<file path="config.mk">
export PLATFORM = sky130hd
export DESIGN_NAME = csr_ctrl
export DESIGN_NICKNAME = d
export VERILOG_FILES = /design/src/rtl/csr_ctrl.sv
export SDC_FILE = /design/constraint.sdc
export NUM_CORES = 1
export LEC_CHECK = 0
export CORE_MARGIN = 2
export CORE_UTILIZATION = 44
export CTS_BUF_LIST = sky130_fd_sc_hd__clkbuf_4 sky130_fd_sc_hd__clkbuf_8
export DETAILED_ROUTE_END_ITERATION = 10
export PLACE_DENSITY = 0.75
export SYNTH_ARGS = -nofsm -noshare
export SYNTH_HDL_FRONTEND = slang
export SYNTH_SLANG_ARGS = --single-unit
</file>
<file path="constraint.sdc">
create_clock -name clk -period 2.4 [get_ports clk]
set_input_delay 0.48 -clock clk [delete_from_list [all_inputs] [get_ports clk]]
set_output_delay 0.48 -clock clk [all_outputs]
set_load 0.02 [all_outputs]
</file>
<file path="src/rtl/csr_ctrl.sv">
// Initiator for the machine-mode CSR file: serialises RMW, trap-entry and MRET
// accesses onto the single CSR port and returns the old value or a PC redirect.
module csr_ctrl #(
   parameter int unsigned MIE_BIT  = 3,
   parameter int unsigned MPIE_BIT = 7
) (
   input  logic        clk,
   input  logic        rst,
   input  logic        req_valid,
   output logic        req_ready,
   input  logic [2:0]  req_op,
   input  logic [11:0] req_addr,
   input  logic [31:0] req_operand,
   input  logic [31:0] req_cause,
   input  logic [31:0] req_pc,
   output logic        rsp_valid,
   output logic [31:0] rsp_rdata,
   output logic        rsp_redirect,
   output logic [31:0] rsp_pc,
   output logic        rsp_illegal,
   output logic        csr_write_en,
   output logic [11:0] csr_addr,
   output logic [31:0] csr_din,
   input  logic [31:0] csr_dout
);

   localparam logic [2:0]  OP_RW   = 3'd0;
   localparam logic [2:0]  OP_RS   = 3'd1;
   localparam logic [2:0]  OP_RC   = 3'd2;
   localparam logic [2:0]  OP_TRAP = 3'd4;
   localparam logic [2:0]  OP_MRET = 3'd5;

   localparam logic [11:0] ADDR_MSTATUS = 12'h300;
   localparam logic [11:0] ADDR_MTVEC   = 12'h305;
   localparam logic [11:0] ADDR_MEPC    = 12'h341;
   localparam logic [11:0] ADDR_MCAUSE  = 12'h342;

   typedef enum logic [3:0] {
      IDLE, RMW_RD, RMW_WR,
      TRAP_EPC, TRAP_CAUSE, TRAP_ST_RD, TRAP_ST_WR, TRAP_VEC,
      MRET_ST_RD, MRET_ST_WR, MRET_EPC,
      RESP
   } state_t;

   state_t      state;
   logic [2:0]  op_q;
   logic [11:0] addr_q;
   logic [31:0] operand_q;
   logic [31:0] cause_q;
   logic [31:0] old_q;
   logic        write_q;

   logic [31:0] rmw_new;
   logic [31:0] trap_st;
   logic [31:0] mret_st;
   logic        rmw_wr;
   logic        rmw_ro;

   // New CSR values derived from the value the CSR file is presenting this cycle
   always_comb begin
      rmw_new = req_operand_sel(op_q, csr_dout, operand_q);
      rmw_wr  = (op_q == OP_RW) || (operand_q != 32'h0);
      rmw_ro  = (addr_q[11:10] == 2'b11);
      trap_st = csr_dout;
      trap_st[MPIE_BIT] = csr_dout[MIE_BIT];
      trap_st[MIE_BIT]  = 1'b0;
      mret_st = csr_dout;
      mret_st[MIE_BIT]  = csr_dout[MPIE_BIT];
      mret_st[MPIE_BIT] = 1'b1;
   end

   function automatic logic [31:0] req_operand_sel(input logic [2:0] op,
                                                   input logic [31:0] old,
                                                   input logic [31:0] operand);
      case (op)
         OP_RS:   return old | operand;
         OP_RC:   return old & ~operand;
         default: return operand;
      endcase
   endfunction

   // A write scheduled for the current cycle is dropped as soon as reset is raised
   assign csr_write_en = write_q & ~rst;

   // Outputs are registered for the state being entered
   always_ff @(posedge clk) begin
      if (rst) begin
         state        <= IDLE;
         req_ready    <= 1'b1;
         rsp_valid    <= 1'b0;
         rsp_rdata    <= 32'h0;
         rsp_redirect <= 1'b0;
         rsp_pc       <= 32'h0;
         rsp_illegal  <= 1'b0;
         write_q      <= 1'b0;
         csr_addr     <= 12'h0;
         csr_din      <= 32'h0;
         op_q         <= 3'h0;
         addr_q       <= 12'h0;
         operand_q    <= 32'h0;
         cause_q      <= 32'h0;
         old_q        <= 32'h0;
      end else begin
         req_ready    <= 1'b0;
         rsp_valid    <= 1'b0;
         rsp_rdata    <= 32'h0;
         rsp_redirect <= 1'b0;
         rsp_pc       <= 32'h0;
         rsp_illegal  <= 1'b0;
         write_q      <= 1'b0;
         csr_addr     <= 12'h0;
         csr_din      <= 32'h0;
         case (state)
            IDLE: begin
               if (req_valid) begin
                  op_q      <= req_op;
                  addr_q    <= req_addr;
                  operand_q <= req_operand;
                  cause_q   <= req_cause;
                  case (req_op)
                     OP_RW, OP_RS, OP_RC: begin
                        state    <= RMW_RD;
                        csr_addr <= req_addr;
                     end
                     OP_TRAP: begin
                        state    <= TRAP_EPC;
                        write_q  <= 1'b1;
                        csr_addr <= ADDR_MEPC;
                        csr_din  <= req_pc & ~32'h3;
                     end
                     OP_MRET: begin
                        state    <= MRET_ST_RD;
                        csr_addr <= ADDR_MSTATUS;
                     end
                     default: begin
                        state       <= RESP;
                        rsp_valid   <= 1'b1;
                        rsp_illegal <= 1'b1;
                     end
                  endcase
               end else begin
                  req_ready <= 1'b1;
               end
            end
            RMW_RD: begin
               state    <= RMW_WR;
               old_q    <= csr_dout;
               csr_addr <= addr_q;
               csr_din  <= rmw_new;
               write_q  <= rmw_wr && !rmw_ro;
            end
            RMW_WR: begin
               state       <= RESP;
               rsp_valid   <= 1'b1;
               rsp_rdata   <= old_q;
               rsp_illegal <= rmw_wr && rmw_ro;
            end
            TRAP_EPC: begin
               state    <= TRAP_CAUSE;
               write_q  <= 1'b1;
               csr_addr <= ADDR_MCAUSE;
               csr_din  <= cause_q;
            end
            TRAP_CAUSE: begin
               state    <= TRAP_ST_RD;
               csr_addr <= ADDR_MSTATUS;
            end
            TRAP_ST_RD: begin
               state    <= TRAP_ST_WR;
               write_q  <= 1'b1;
               csr_addr <= ADDR_MSTATUS;
               csr_din  <= trap_st;
            end
            TRAP_ST_WR: begin
               state    <= TRAP_VEC;
               csr_addr <= ADDR_MTVEC;
            end
            TRAP_VEC: begin
               state        <= RESP;
               rsp_valid    <= 1'b1;
               rsp_redirect <= 1'b1;
               rsp_pc       <= csr_dout & ~32'h3;
            end
            MRET_ST_RD: begin
               state    <= MRET_ST_WR;
               write_q  <= 1'b1;
               csr_addr <= ADDR_MSTATUS;
               csr_din  <= mret_st;
            end
            MRET_ST_WR: begin
               state    <= MRET_EPC;
               csr_addr <= ADDR_MEPC;
            end
            MRET_EPC: begin
               state        <= RESP;
               rsp_valid    <= 1'b1;
               rsp_redirect <= 1'b1;
               rsp_pc       <= csr_dout;
            end
            RESP: begin
               state     <= IDLE;
               req_ready <= 1'b1;
            end
            default: begin
               state     <= IDLE;
               req_ready <= 1'b1;
            end
         endcase
      end
   end

endmodule

</file>
Word-level counts from Yosys, hierarchy flattened
Cells that the tools add are included.
Operators by class
  reduce and logical (&&, ||, !) cells: 17
  mux-type cells: 21
  equal/unequal tests: 18
  bitwise gates (word level): 6
Operator list (number)
  case mux 32 bit (5 select lines): 1
  case mux 32 bit (2 select lines): 2
  case mux 12 bit (6 select lines): 1
  two-way mux 32 bit: 2
  case mux 12 bit (3 select lines): 1
  case mux 4 bit (9 select lines): 1
  AND 32 bit: 1
  NOT 32 bit: 1
  bitwise OR 32 bit: 1
  nonzero test 32 bit: 1
  == test 4 x 3 -> 1 bit, second input constant: 4
  == test 4 bit, second input constant: 3
  two-way mux 12 bit: 1
  case mux 4 bit (3 select lines): 1
  OR reduction 3 bit: 4
  OR reduction 10 bit: 1
  == test 4 x 2 -> 1 bit, second input constant: 2
  == test 3 x 1 -> 1 bit, second input constant: 2
  == test 3 x 2 -> 1 bit, second input constant: 2
  == test 3 bit, second input constant: 2
  zero test 3 bit: 2
  two-way mux 1 bit: 6
  case mux 1 bit (2 select lines): 3
  OR reduction 5 bit: 1
  other kinds (13): 16
Storage, ports and cells
  logic and storage cells: 77
  flip-flop bits (word level): 228
  output and inout bits: 113
  input port bits: 146

Longest topological paths before layout
Gate-level depths: netlist of run 1.
  depth in word-level cells: 5
  depth in mapped cells: 7
  mapped depth without buffers: 5

Worst setup path before layout of run 1
Ideal clock, no wire load.
  path type: input -> register
  start point: input port req_op[2]
  end point: register csr_din[25]
  arrival time: 1590 ps
  path buffers: 3
  setup time: 132 ps
  setup slack: 678 ps
  data required time: 2268 ps
  stages on the path: 7
  cell sequence: buf_2 nor3b_2 and4_1 buf_2 buf_2 a222oi_1 a21oi_1
On the way
  word-level cells in the longest chain between the ends: 4
Ends and longest elaborated chain
  start, declared: line 11  | input logic [2:0] req_op,
  == test 3 bit: line 120  | case (req_op)
  two-way mux 32 bit: line 120
  two-way mux 32 bit: line 115  | if (req_valid) begin
  case mux 32 bit (5 select lines): line 113  | case (state)
  end signal, assigned: line 129  | csr_din <= req_pc & ~32'h3;
  end signal, assigned: line 149  | csr_din <= rmw_new;
  end signal, assigned: line 162  | csr_din <= cause_q;
  end, declared: line 23  | output logic [31:0] csr_din,
Every way passes these cells.
A chain may end at the register's enable or synchronous reset.

Final worst setup path of run 1
  start point: register state[3]
  end point: register csr_din[31]
On the way
  word-level cells in the longest chain between the ends: 2
  elaborated cells on any way between the ends: 6
  those cells by class: eq/ne (4); mux (1); reduce/logical (1)
Ends and longest elaborated chain
  start, declared: line 45  | state_t state;
  start signal, assigned: line 88  | state <= IDLE;
  start signal, assigned: line 122  | state <= RMW_RD;
  start signal, assigned: line 126  | state <= TRAP_EPC;
  == test 4 bit, or another cell as far along: line 113
  case mux 32 bit (5 select lines) (*): line 113
Mark *: on every way between the ends. The rest lies on a longest branch, timed or not.

==> flow_summary.json, run 1 <==
{
  "fp.coreArea_um2": 19400,
  "path_clk_slew_ns": 0.06,
  "cp_slowest_cell": "o21ai_4",
  "crit_family": "compound AO/OA/AOI/OAI gates",
  "synth-main-ff-cell": "dfxtp_1",
  "drive_gt1_frac": 0.0872,
  "antenna_found_initial": 2,
  "nets": 1383,
  "io_buffers": 256,
  "synth_edf_count": 0,
  "max_freq_mhz": 482,
  "r2r_cells": 4,
  "grt_overflow": 0,
  "final_common_cell": "clkdlybuf4s50_1",
  "syn_avg_cell_area_um2": 8.72,
  "postSynthNetCount": 1139,
  "p_leak_nw": 4.44,
  "ys_async_sr_fraction": 0,
  "syn-cell-area_um2": 8650,
  "cts_tree": "built",
  "worstPathRequired_ns": 2.87,
  "dp_hpwl_mm": 18.5,
  "mostFrequentLayoutCells": "255 x clkdlybuf4s50_1, 233 x nand2_1, 228 x dfxtp_1",
  "dpl-instance-area_um2": 11500,
  "yosysTopAreaCell": "dfxtp_1",
  "end_kind": "flop",
  "drt-met1-wl_mm": 11.6,
  "r2r_end": "csr_din[31]",
  "worstMarginPinSlew_ns": 1.08,
  "yosysWarnings": 0,
  "totalWireLength_mm": 27.4,
  "met3_length_mm": 2.24,
  "ys_types": 53,
  "reg2reg_from": "state[3]",
  "crit_chain": "nand2b_1 -> o21ai_4 -> a221oi_1 -> a21oi_1",
  "finalHoldViolations": 0,
  "post_cts_buffers": 0,
  "fp.dieH_um": 144,
  "path_class": "reg2reg",
  "clk_path_buf_depth": 3,
  "ant_nets": 0,
  "slowest_delay_ns": 0.90,
  "post-place-ws_ns": 0.285,
  "fin_util": 0.635,
  "cts_resized": 0,
  "drv_cap": 0,
  "syn_inst": 993,
  "synth_top_cells_by_area": "dfxtp_1 53%, nand2_1 10%, a21oi_1 9.0%, and2_1 4.6%, nor4b_1 3.3%",
  "yosysTopAreaCellShare": 0.527,
  "drc_errors": 0,
  "fin_cells": 1526,
  "diodes": 0,
  "totalNegativeSetupSlack_ns": 0,
  "die_area_um2": 20800,
  "clk_latency_ns": 0.54,
  "met2_length_mm": 12.8,
  "rows": 51,
  "ys_seq_elements": 228,
  "dp.cells": 1461,
  "worstPathMaxFanout": 31,
  "setup_slack_ns": 0.326,
  "drt_iter0_markers": 701,
  "power.total_mw": 11.4,
  "wl_per_cell_um": 17.9,
  "die_w_um": 144,
  "grt_use_total": 0.258,
  "maxSlewHeadroom": 0.275,
  "clkSinkCount": 228,
  "status": "finished, final reports clean",
  "r2r_slack_ns": 0.33,
  "via_per_inst": 5.31,
  "synth-seq-area-share": 0.527,
  "holdWs_ns": 0.226,
  "gp_congestion": 0.850,
  "cp-endpoint": "csr_din[31]",
  "cts_hold_buf": 0,
  "initial_core_util": 0.446,
  "vias": 8107,
  "crit_start": "state[3]",
  "setup_viol": 0,
  "grt_pass1_wl_mm": 41.9,
  "timing.final.max_slew_violations": 0,
  "hp-class": "in2reg",
  "cp-start-kind": "flop",
  "irDropWorstVdd_uv": 592,
  "area_growth_pct": 42.4,
  "cts_made_buffers": 39,
  "cts-root-buf": "clkbuf_8",
  "clock_skew_ns": 0.0285,
  "min_period_ns": 2.07,
  "drtPass1Iterations": 5,
  "critPathArrivalTime_ns": 2.54,
  "pwr_density_cell_nw_per_um2": 921,
  "htree_levels": 2,
  "fin_crit_sh": 0.864,
  "min_path_cells": 2,
  "top_layer_used": "met5",
  "path_buf_inv": 0,
  "grt_max_degree": 45,
  "rsz0062_at_grt": "no",
  "grt_pass1_vias": 7642,
  "ios": 259,
  "final_cell_area_um2": 12300,
  "cp_num_cells": 4
}
==> registers in the layout, indices dropped and copies added (netlist names) <==
register and count:
cause_q 32, csr_din 32, old_q 32, operand_q 32, rsp_pc 32, rsp_rdata 32, addr_q 12, csr_addr 12
state 4, op_q 3, req_ready 1, rsp_illegal 1, rsp_redirect 1, rsp_valid 1, write_q 1
==> power breakdown <==
group | total [mW] | internal, mW | switching (mW)
clock network | 3.64 | 2.11 | 1.53
registers | 4.56 | 4.27 | 0.291
logic | 3.15 | 1.26 | 1.89
total | 11.4 | 7.65 | 3.71
==> worst min-delay path by stage <==
stage / slack (ns) / startpoint / end
finish: 0.23 / rst / state[2]
global route: 0.21 / rst / state[2]
CTS: 0.20 / rst / state[2]
detailed placement: 0.44 / old_q[5] / rsp_rdata[5]
global placement: 0.44 / old_q[15] / rsp_rdata[15]
floorplan: 0.43 / old_q[0] / rsp_rdata[0]
==> cell type report <==
cell class / instances / area (µm²)
clock buffers: 58 / 754
clock inverters: 7 / 66.3
fillers: 1698 / 7070
inverters: 3 / 11.3
multi-input cells: 678 / 3740
flip-flops and latches: 228 / 4560
well taps: 265 / 332
repair buffers: 287 / 2860
==> cell usage after synthesis (all sizes together) (3+ instances only) <==
| cell | number |
|---|---|
| o21ai | 36 |
| buf | 41 |
| nand2 | 233 |
| clkbuf | 43 |
| o21bai | 3 |
| a21o | 3 |
| and2 | 64 |
| nand3 | 5 |
| inv | 3 |
| a21oi | 155 |
| nand2b | 6 |
| a22oi | 4 |
| nor4b | 33 |
| nor3b | 4 |
| a31oi | 5 |
| dfxtp | 228 |
| nor4 | 9 |
| a32oi | 6 |
| nor3 | 5 |
| nor2 | 16 |
| nor2b | 34 |
| a222oi | 27 |
==> kinds of logic after synthesis <==
kind of cell | share of synthesized area
buffers and inverters | 0.0468
DFF | 0.527
and+or+nand+nor | 0.247
AOI/OAI and AO/OA | 0.175
muxes | 0.00116
xor gates and xnor gates | 0.00202
adders and majority gates | 0.00116
==> worst register-to-register path, stage by stage (launching register included) <==
cell,delay (ns)
dfxtp_1,0.37
nand2b_1,0.30
o21ai_4,0.90
a221oi_1,0.24
a21oi_1,0.18
==> metal layers <==
| layer | vias up | global-route usage |
|---|---|---|
| met4 | 4 | 0.0843 |
| met5 | - | 0 |
| met1 | 3798 | 0.339 |
| met3 | 56 | 0.0596 |
| li1 | 3919 | - |
| met2 | 330 | 0.420 |
Note: power is estimated with default switching activity, not from simulation.
==> inputs of run 2 (changes only) <==
--- a/config.mk
+++ b/config.mk
@@ -7,9 +7,10 @@
 export LEC_CHECK = 0
 export CORE_MARGIN = 2
 export CORE_UTILIZATION = 44
-export CTS_BUF_LIST = sky130_fd_sc_hd__clkbuf_4 sky130_fd_sc_hd__clkbuf_8
+export CTS_BUF_LIST = sky130_fd_sc_hd__clkbuf_16
 export DETAILED_ROUTE_END_ITERATION = 10
 export PLACE_DENSITY = 0.75
+export SLEW_MARGIN = 40
 export SYNTH_ARGS = -nofsm -noshare
 export SYNTH_HDL_FRONTEND = slang
 export SYNTH_SLANG_ARGS = --single-unit
==> flow_summary.json, run 2 (synthesis gave the netlist of run 1 again) <==
{
  "setup_viol": 0,
  "grt_pass1_vias": 7536,
  "clk_path_buf_depth": 3,
  "crit_family": "buffers and inverters",
  "clk_latency_ns": 0.50,
  "die_w_um": 144,
  "dp_hpwl_mm": 18.8,
  "crit_chain": "nor2b_1 -> clkdlybuf4s50_1",
  "grt_max_degree": 45,
  "fin_util": 0.634,
  "vias": 8053,
  "io_buffers": 256,
  "area_growth_pct": 42.0,
  "timing.final.max_slew_violations": 0,
  "drtPass1Iterations": 5,
  "grt_overflow": 0,
  "cts_tree": "built",
  "p_leak_nw": 4.41,
  "slowest_delay_ns": 0.65,
  "maxSlewHeadroom": 0.568,
  "num-fill-cells": 1683,
  "nets": 1371,
  "path_buf_inv": 1,
  "multi_input_area_um2": 3740,
  "status": "finished, final reports clean",
  "totalWireLength_mm": 27.5,
  "irDropWorstVdd_uv": 712,
  "mostFrequentLayoutCells": "255 x clkdlybuf4s50_1, 233 x nand2_1, 228 x dfxtp_1",
  "drv_cap": 0,
  "diodes": 0,
  "hp-class": "in2reg",
  "via_per_inst": 5.34,
  "drt_iter0_markers": 641,
  "path_clk_slew_ns": 0.06,
  "grt_use_total": 0.257,
  "worstPathRequired_ns": 1.92,
  "final_common_cell": "clkdlybuf4s50_1",
  "fin_crit_sh": 0.846,
  "post_cts_buffers": 0,
  "cp_slowest_cell": "clkdlybuf4s50_1",
  "rsz0062_at_grt": "no",
  "drc_errors": 0,
  "end_kind": "output pin",
  "cts_resized": 0,
  "drive_gt1_frac": 0.0660,
  "regArea_um2": 4560,
  "htree_levels": 1,
  "min_period_ns": 2.03,
  "ant_nets": 0,
  "ios": 259,
  "wl_per_cell_um": 18.2,
  "critPathArrivalTime_ns": 1.55,
  "worstMarginPinSlew_ns": 0.641,
  "pwr_density_cell_nw_per_um2": 912,
  "die_area_um2": 20800,
  "max_freq_mhz": 492,
  "rows": 51,
  "worstPathMaxFanout": 1,
  "fp.dieH_um": 144,
  "initial_core_util": 0.446,
  "grt_pass1_wl_mm": 41.9,
  "cp-start-kind": "flop",
  "path_class": "reg2out",
  "fp.coreArea_um2": 19400,
  "antenna_found_initial": 2,
  "cts-root-buf": "clkbuf_16",
  "clock_skew_ns": 0.0115,
  "totalNegativeSetupSlack_ns": 0,
  "cts_made_buffers": 24,
  "cts_hold_buf": 0,
  "gp_congestion": 0.850,
  "finalHoldViolations": 0,
  "clkSinkCount": 228
}
run 2: cell types whose count changed in the layout (fill, tap and decap cells not counted), sizes merged:
cell / change
clkbuf: -33
clkinv: +9
inv: +2
buf: +3
run 2: path summary, 6_finish.rpt:
| kind | start | endpoint | slack (ns) | cells past startpoint |
|---|---|---|---|---|
| worst max register to register | state[3] | operand_q[27] | 0.39 | 6 |
| worst min register to register | old_q[15] | rsp_rdata[15] | 0.45 | 1 |
| worst min-delay path | rst | state[2] | 0.26 | 2 |
| worst max-delay path | write_q | csr_write_en | 0.37 | 2 |
run 2: metrics by stage:
step           hold slack, ns  worst slack (ns)  cells  power, mW  cell area (µm²)
3_3_place_gp            0.435             0.320   1461       7.72            11500
6_report                0.256             0.369   1507       11.2            12300
2_1_floorplan           0.430             0.678    993       6.49             8650
4_1_cts                 0.243             0.339   1507       11.3            12300
5_1_grt                 0.246             0.280   1507       11.8            12300
3_5_place_dp            0.440             0.304   1464       7.83            11600
run 2: worst reg2reg max path, stage by stage, from the launching register on:
cell and delay [ns]:
dfxtp_1 0.37, buf_4 0.22, nor2_1 0.33, and3_4 0.49
buf_4 0.29, nand2_1 0.07, a21oi_1 0.14
run 2: final cells by class:
cell class	count	area share
Multi-Input combinational cell	678	0.305
Tap cell	265	0.0270
Inverter	3	0.000916
Clock inverter	18	0.00865
Timing Repair Buffer	290	0.237
Clock buffer	25	0.0509
Sequential cell	228	0.371
run 2: power by group:
part | leakage (nW) | switching [mW] | internal [mW]
Combinational | 2.18 | 1.91 | 1.30
Clock | 0.375 | 1.47 | 1.98
Sequential | 1.85 | 0.292 | 4.27
Total | 4.41 | 3.67 | 7.55
run 2: layer usage:
metal  track usage  vias up  part of all wire
met2         0.428      331              0.47
met5             0        -            0.0013
met3        0.0444       49             0.079
li1              -     3891                 -
met1         0.341     3778              0.42
met4        0.0792        4             0.030
==> edit 1 (flow settings as in run 2) <==
Re-encode `state_t` (12 states) as one-hot, 12 bits wide.
--- a/src/rtl/csr_ctrl.sv
+++ b/src/rtl/csr_ctrl.sv
@@ -35,11 +35,11 @@
    localparam logic [11:0] ADDR_MEPC    = 12'h341;
    localparam logic [11:0] ADDR_MCAUSE  = 12'h342;
 
-   typedef enum logic [3:0] {
-      IDLE, RMW_RD, RMW_WR,
-      TRAP_EPC, TRAP_CAUSE, TRAP_ST_RD, TRAP_ST_WR, TRAP_VEC,
-      MRET_ST_RD, MRET_ST_WR, MRET_EPC,
-      RESP
+   typedef enum logic [11:0] {
+      IDLE = 12'b000000000001, RMW_RD = 12'b000000000010, RMW_WR = 12'b000000000100,
+      TRAP_EPC = 12'b000000001000, TRAP_CAUSE = 12'b000000010000, TRAP_ST_RD = 12'b000000100000, TRAP_ST_WR = 12'b000001000000, TRAP_VEC = 12'b000010000000,
+      MRET_ST_RD = 12'b000100000000, MRET_ST_WR = 12'b001000000000, MRET_EPC = 12'b010000000000,
+      RESP = 12'b100000000000
    } state_t;
 
    state_t      state;
Behaviour: no difference found for any inputs over 4 cycles, from zero or initial values and one cycle with rst high; so few cycles prove little.
==> edit 1 against run 2 <==
Fmax shrank 6.2%; design area rose by 0.49%; core utilization grew 0.10 points; setup slack worse by 0.14 ns; sequential share of layout area up 1.1 points; critical path depth up 5; sequential cell count rose by 8; synthesized cell count is 0.91% higher; first-iteration DRC count grew 30%; routed wire length increased by 4.7%; area after synthesis rose by 0.85%; register-to-register slack worse by 0.16 ns; count of clock-buffer cells in the layout fell by 2; highest routed layer is now met4.
Power is not compared: it rests on default switching activity, and its combinational part moved more than twofold at a synthesized area within 25%.
==> edit 1: results <==
[outcome]
status = "finished clean"

[power]
cellLeakagePower_uw = 0.00436
p_int_uw = 6470
pwr-share-clk_pct = 39.5
ir_worst_vdd_v = 0.000346

[logic_synthesis]
async_reset_ff_share_pct = 0
synth_xor_xnor_area_share_pct = 0.602
syn_nets = 1148
synth_area_leaders = "dfxtp_1 54%, nand2_1 10%, a21oi_1 8.8%"
yosys.area_share.adder_pct = 0
syn-mean-instance-area_sq_um = 8.71
ys_seq_area_share_pct = 54.1
synth_compound_area_share_pct = 16.9
synthMuxAreaShare_pct = 0
yosysUniqueCellTypes = 52
yosys-top-cells-count = "236 x dfxtp_1, 234 x nand2_1, 154 x a21oi_1"

[finish]
fin_nets = 1385
layout-drive-gt1-share_pct = 6.94

[route]
vias = 8333
wl_per_cell_um = 18.9
firstDrtPassIters = 6
viasPerCell = 5.48
ant_nets = 0
drt_iter0_drc = 834

[placement]
numPortBuffers = 256
placedCellCount = 1477
dpl-instance-area_sq_um = 11600
dpl.hpwl_um = 20800
gp_congestion = 0.923

[clock_network]
numCtsBuffers = 23
clk_latency_ns = 0.52
cts_max_level = 1
post_cts_buffers = 0
cts.clk_slew.worst_paths_ns = 0.06

[timing]
fin_worst_skew_ns = 0.0190
timing.slew.headroom_pct = 54.6

[critical_path]
worstPathMaxFanout = 32
cp.arrival_ns = 2.62

[global_routing]
grt_pass1_vias = 7608
grt_first_pass_wirelength_um = 42500
antenna_found_initial = 0
grt_max_degree = 86
grt_usage_pct = 26.2

[min_path]
hp-class = "reg2reg"
edit 1: changes by cell type after synthesis, sizes merged, moves of 6 or more:
cell | run 2 | this run
nor4 | 9 | 42
nor2b | 34 | 6
nor4b | 33 | 6
nor3 | 5 | 17
nor2 | 16 | 27
buf | 41 | 31
a22oi | 4 | 12
dfxtp | 228 | 236
a32oi | 6 | 0
clkbuf | 43 | 49
edit 1: metrics by stage:
stage | hold slack, ns | total power [uW] | setup WS (ns)
floorplan | 0.430 | 4750 | 0.521
global placement | 0.434 | 5280 | 0.125
detailed placement | 0.439 | 5300 | 0.0748
CTS | 0.436 | 8670 | 0.132
global route | 0.462 | 8920 | 0.126
finish | 0.446 | 8640 | 0.234
edit 1: routing by layer:
layer,share of wire [%],GRT usage [%]
met5,0,0
met3,9.5,4.08
met4,4.2,11.1
met1,42,38.1
met2,44,38.7
edit 1: path summary, 6_finish.rpt:
path                            slack [ns]  depth (start not counted)             to       from
worst max-delay path                  0.23                          7  rsp_rdata[15]   state[8]
worst min-delay path                  0.45                          1  rsp_rdata[31]  old_q[31]
worst max register to register        0.23                          7  rsp_rdata[15]   state[8]
worst min register to register        0.45                          1  rsp_rdata[31]  old_q[31]
edit 1: worst max-delay path: stages, from the launching register on:
cell      delay, ns
dfxtp_1        0.42
nor4_4         0.38
buf_4          0.22
and2_1         0.19
nand4b_1       0.25
nor2_1         0.28
buf_12         0.20
and2_1         0.15
edit 1: final cells by class:
cell class	count	area (sq um)
Tap cell	265	332
Multi-Input combinational cell	682	3680
Timing Repair Buffer	292	2900
Sequential cell	236	4720
Clock buffer	23	576
Inverter	4	15.0
Clock inverter	16	124
Fill cell	1692	7110
Antenna cell	2	5.00
==> edit 2 (config.mk and constraints of run 2) <==
Made on the original files. The parameter `MPIE_BIT` goes from 7 to 3.
--- a/src/rtl/csr_ctrl.sv
+++ b/src/rtl/csr_ctrl.sv
@@ -2,7 +2,7 @@
 // accesses onto the single CSR port and returns the old value or a PC redirect.
 module csr_ctrl #(
    parameter int unsigned MIE_BIT  = 3,
-   parameter int unsigned MPIE_BIT = 7
+   parameter int unsigned MPIE_BIT = 3
 ) (
    input  logic        clk,
    input  logic        rst,
Check against the original RTL: not equivalent (Yosys sat finds a counterexample within 4 cycles, from zero or initial values and one cycle with rst high).
==> edit 2 against run 2 <==
Design area down 0.71%; total power rose by 0.36%; setup slack got worse by 0.089 ns; die area decreased by 1.3%; non-clock buffer count decreased by 2; area after synthesis fell by 1.4%; sequential cell count unchanged; routed wire length about the same; synthesized cell count down 1.0%; worst hold slack gained 0.084 ns.
==> edit 2: results <==
[finish]
fin_nets = 1365
instances_no_fill = 1496
layout-drive-gt1-share_pct = 6.15

[global_routing]
grt_first_pass_wirelength_um = 41100
grt_pass1_vias = 7400
grt_max_degree = 101
grt_usage_pct = 25.5
antenna_found_initial = 1

[placement]
placedCellCount = 1453
gp_congestion = 0.859
dpl.hpwl_um = 18500

[route]
firstDrtPassIters = 9
wl_per_cell_um = 18.4
vias = 8056
drt_iter0_drc = 783

[critical_path]
crit_path_max_incr_delay_ns = 0.60
cp.arrival_ns = 2.53
worstPathMaxFanout = 19
slowest_stage = "nor2_2"
worstRegToRegCells = 5
rrSetupSlack_ns = 0.28
timing.rr.start = "state[2]"
reg2reg_to = "csr_din[17]"

[timing]
fin_worst_skew_ns = 0.0139
max_slew.worst_pin.slew_ns = 0.715

[power]
cellLeakagePower_uw = 0.00440
ir_worst_vdd_v = 0.000744

[clock_network]
clk_latency_ns = 0.51

[logic_synthesis]
syn_nets = 1129
synth_area_leaders = "dfxtp_1 53%, nand2_1 10%, a21oi_1 8.9%"
ys_seq_area_share_pct = 53.5

[outcome]
status = "finished clean"
## edit 2: cell types whose count changed in the layout (fill, tap and decap cells not counted), sizes merged, moves of 3 or more
cell | run 2 | this run
a32oi | 6 | 0
a31oi | 5 | 0
a21oi | 155 | 151
a222oi | 27 | 31
inv | 6 | 10
nor2 | 16 | 20
nand2 | 233 | 230
nand3 | 5 | 2
## edit 2: critical path: cells and delay by family (launching register included)
family                 cells  cell delay, ns
and+or+nand+nor            2            0.85
buffers and inverters      1            0.40
DFF                        1            0.38
AOI/OAI and AO/OA          2            0.38
## edit 2: cells by family (layout without fill, tap and decap cells)
group           Yosys count  after routing  share of synthesized area (%)
mux                       2              2                          0.235
other cells               0              1                              0
flops                   228            228                           53.5
simple gates            417            417                           24.2
fa+ha+maj                 1              1                          0.117
xor+xnor                  3              3                          0.308
compound gates          248            248                           17.4
buf+inv                  84            336                           4.25
## edit 2: final cells by class
class / instances / area, sq um
Fill cell: 1627 / 6690
Sequential cell: 228 / 4560
Multi-Input combinational cell: 671 / 3680
Timing Repair Buffer: 288 / 2910
Clock buffer: 25 / 626
Tap cell: 260 / 325
Clock inverter: 17 / 70.1
Inverter: 6 / 22.5
Antenna cell: 1 / 2.50
## edit 2: metal layers
| layer | wire (um) | vias to the layer above | GRT usage, % |
|---|---|---|---|
| met5 | 0 | - | 0 |
| met4 | 550 | 0 | 5.78 |
| met3 | 2570 | 40 | 5.53 |
| met2 | 13000 | 376 | 42.7 |
| met1 | 11400 | 3776 | 33.7 |
| li1 | - | 3864 | - |
## edit 2: stage by stage
| stage | area, sq um | worst slack [ns] | total power [uW] | hold WS, ns | utilization [%] |
|---|---|---|---|---|---|
| after global placement | 11500 | 0.147 | 7910 | 0.435 | 60.8 |
| after floorplan | 8540 | 0.567 | 6530 | 0.430 | - |
| after detailed placement | 11500 | 0.155 | 7980 | 0.439 | 60.9 |
| after CTS | 12200 | 0.294 | 11300 | 0.326 | 64.6 |
| final | 12200 | 0.280 | 11300 | 0.340 | 64.6 |
| after global routing | 12200 | 0.183 | 11800 | 0.345 | 64.6 |
## edit 2: worst max-delay path by stage
stage	start	end	slack (ns)	cells past startpoint
final	state[2]	csr_din[17]	0.28	5
after global placement	op_q[0]	csr_din[15]	0.15	5
after global routing	state[2]	csr_din[17]	0.18	5
after CTS	state[0]	cause_q[1]	0.29	5
after detailed placement	req_op[2]	csr_din[15]	0.16	6
after floorplan	state[2]	addr_q[10]	0.57	9
## edit 2: report_power, final
group | internal [uW] | total, uW | switching [uW] | leakage, uW
Sequential | 4290 | 4580 | 293 | 0.00185
Combinational | 1360 | 3350 | 1990 | 0.00219
Clock | 1860 | 3330 | 1460 | 0.000361
Total | 7520 | 11300 | 3740 | 0.00440
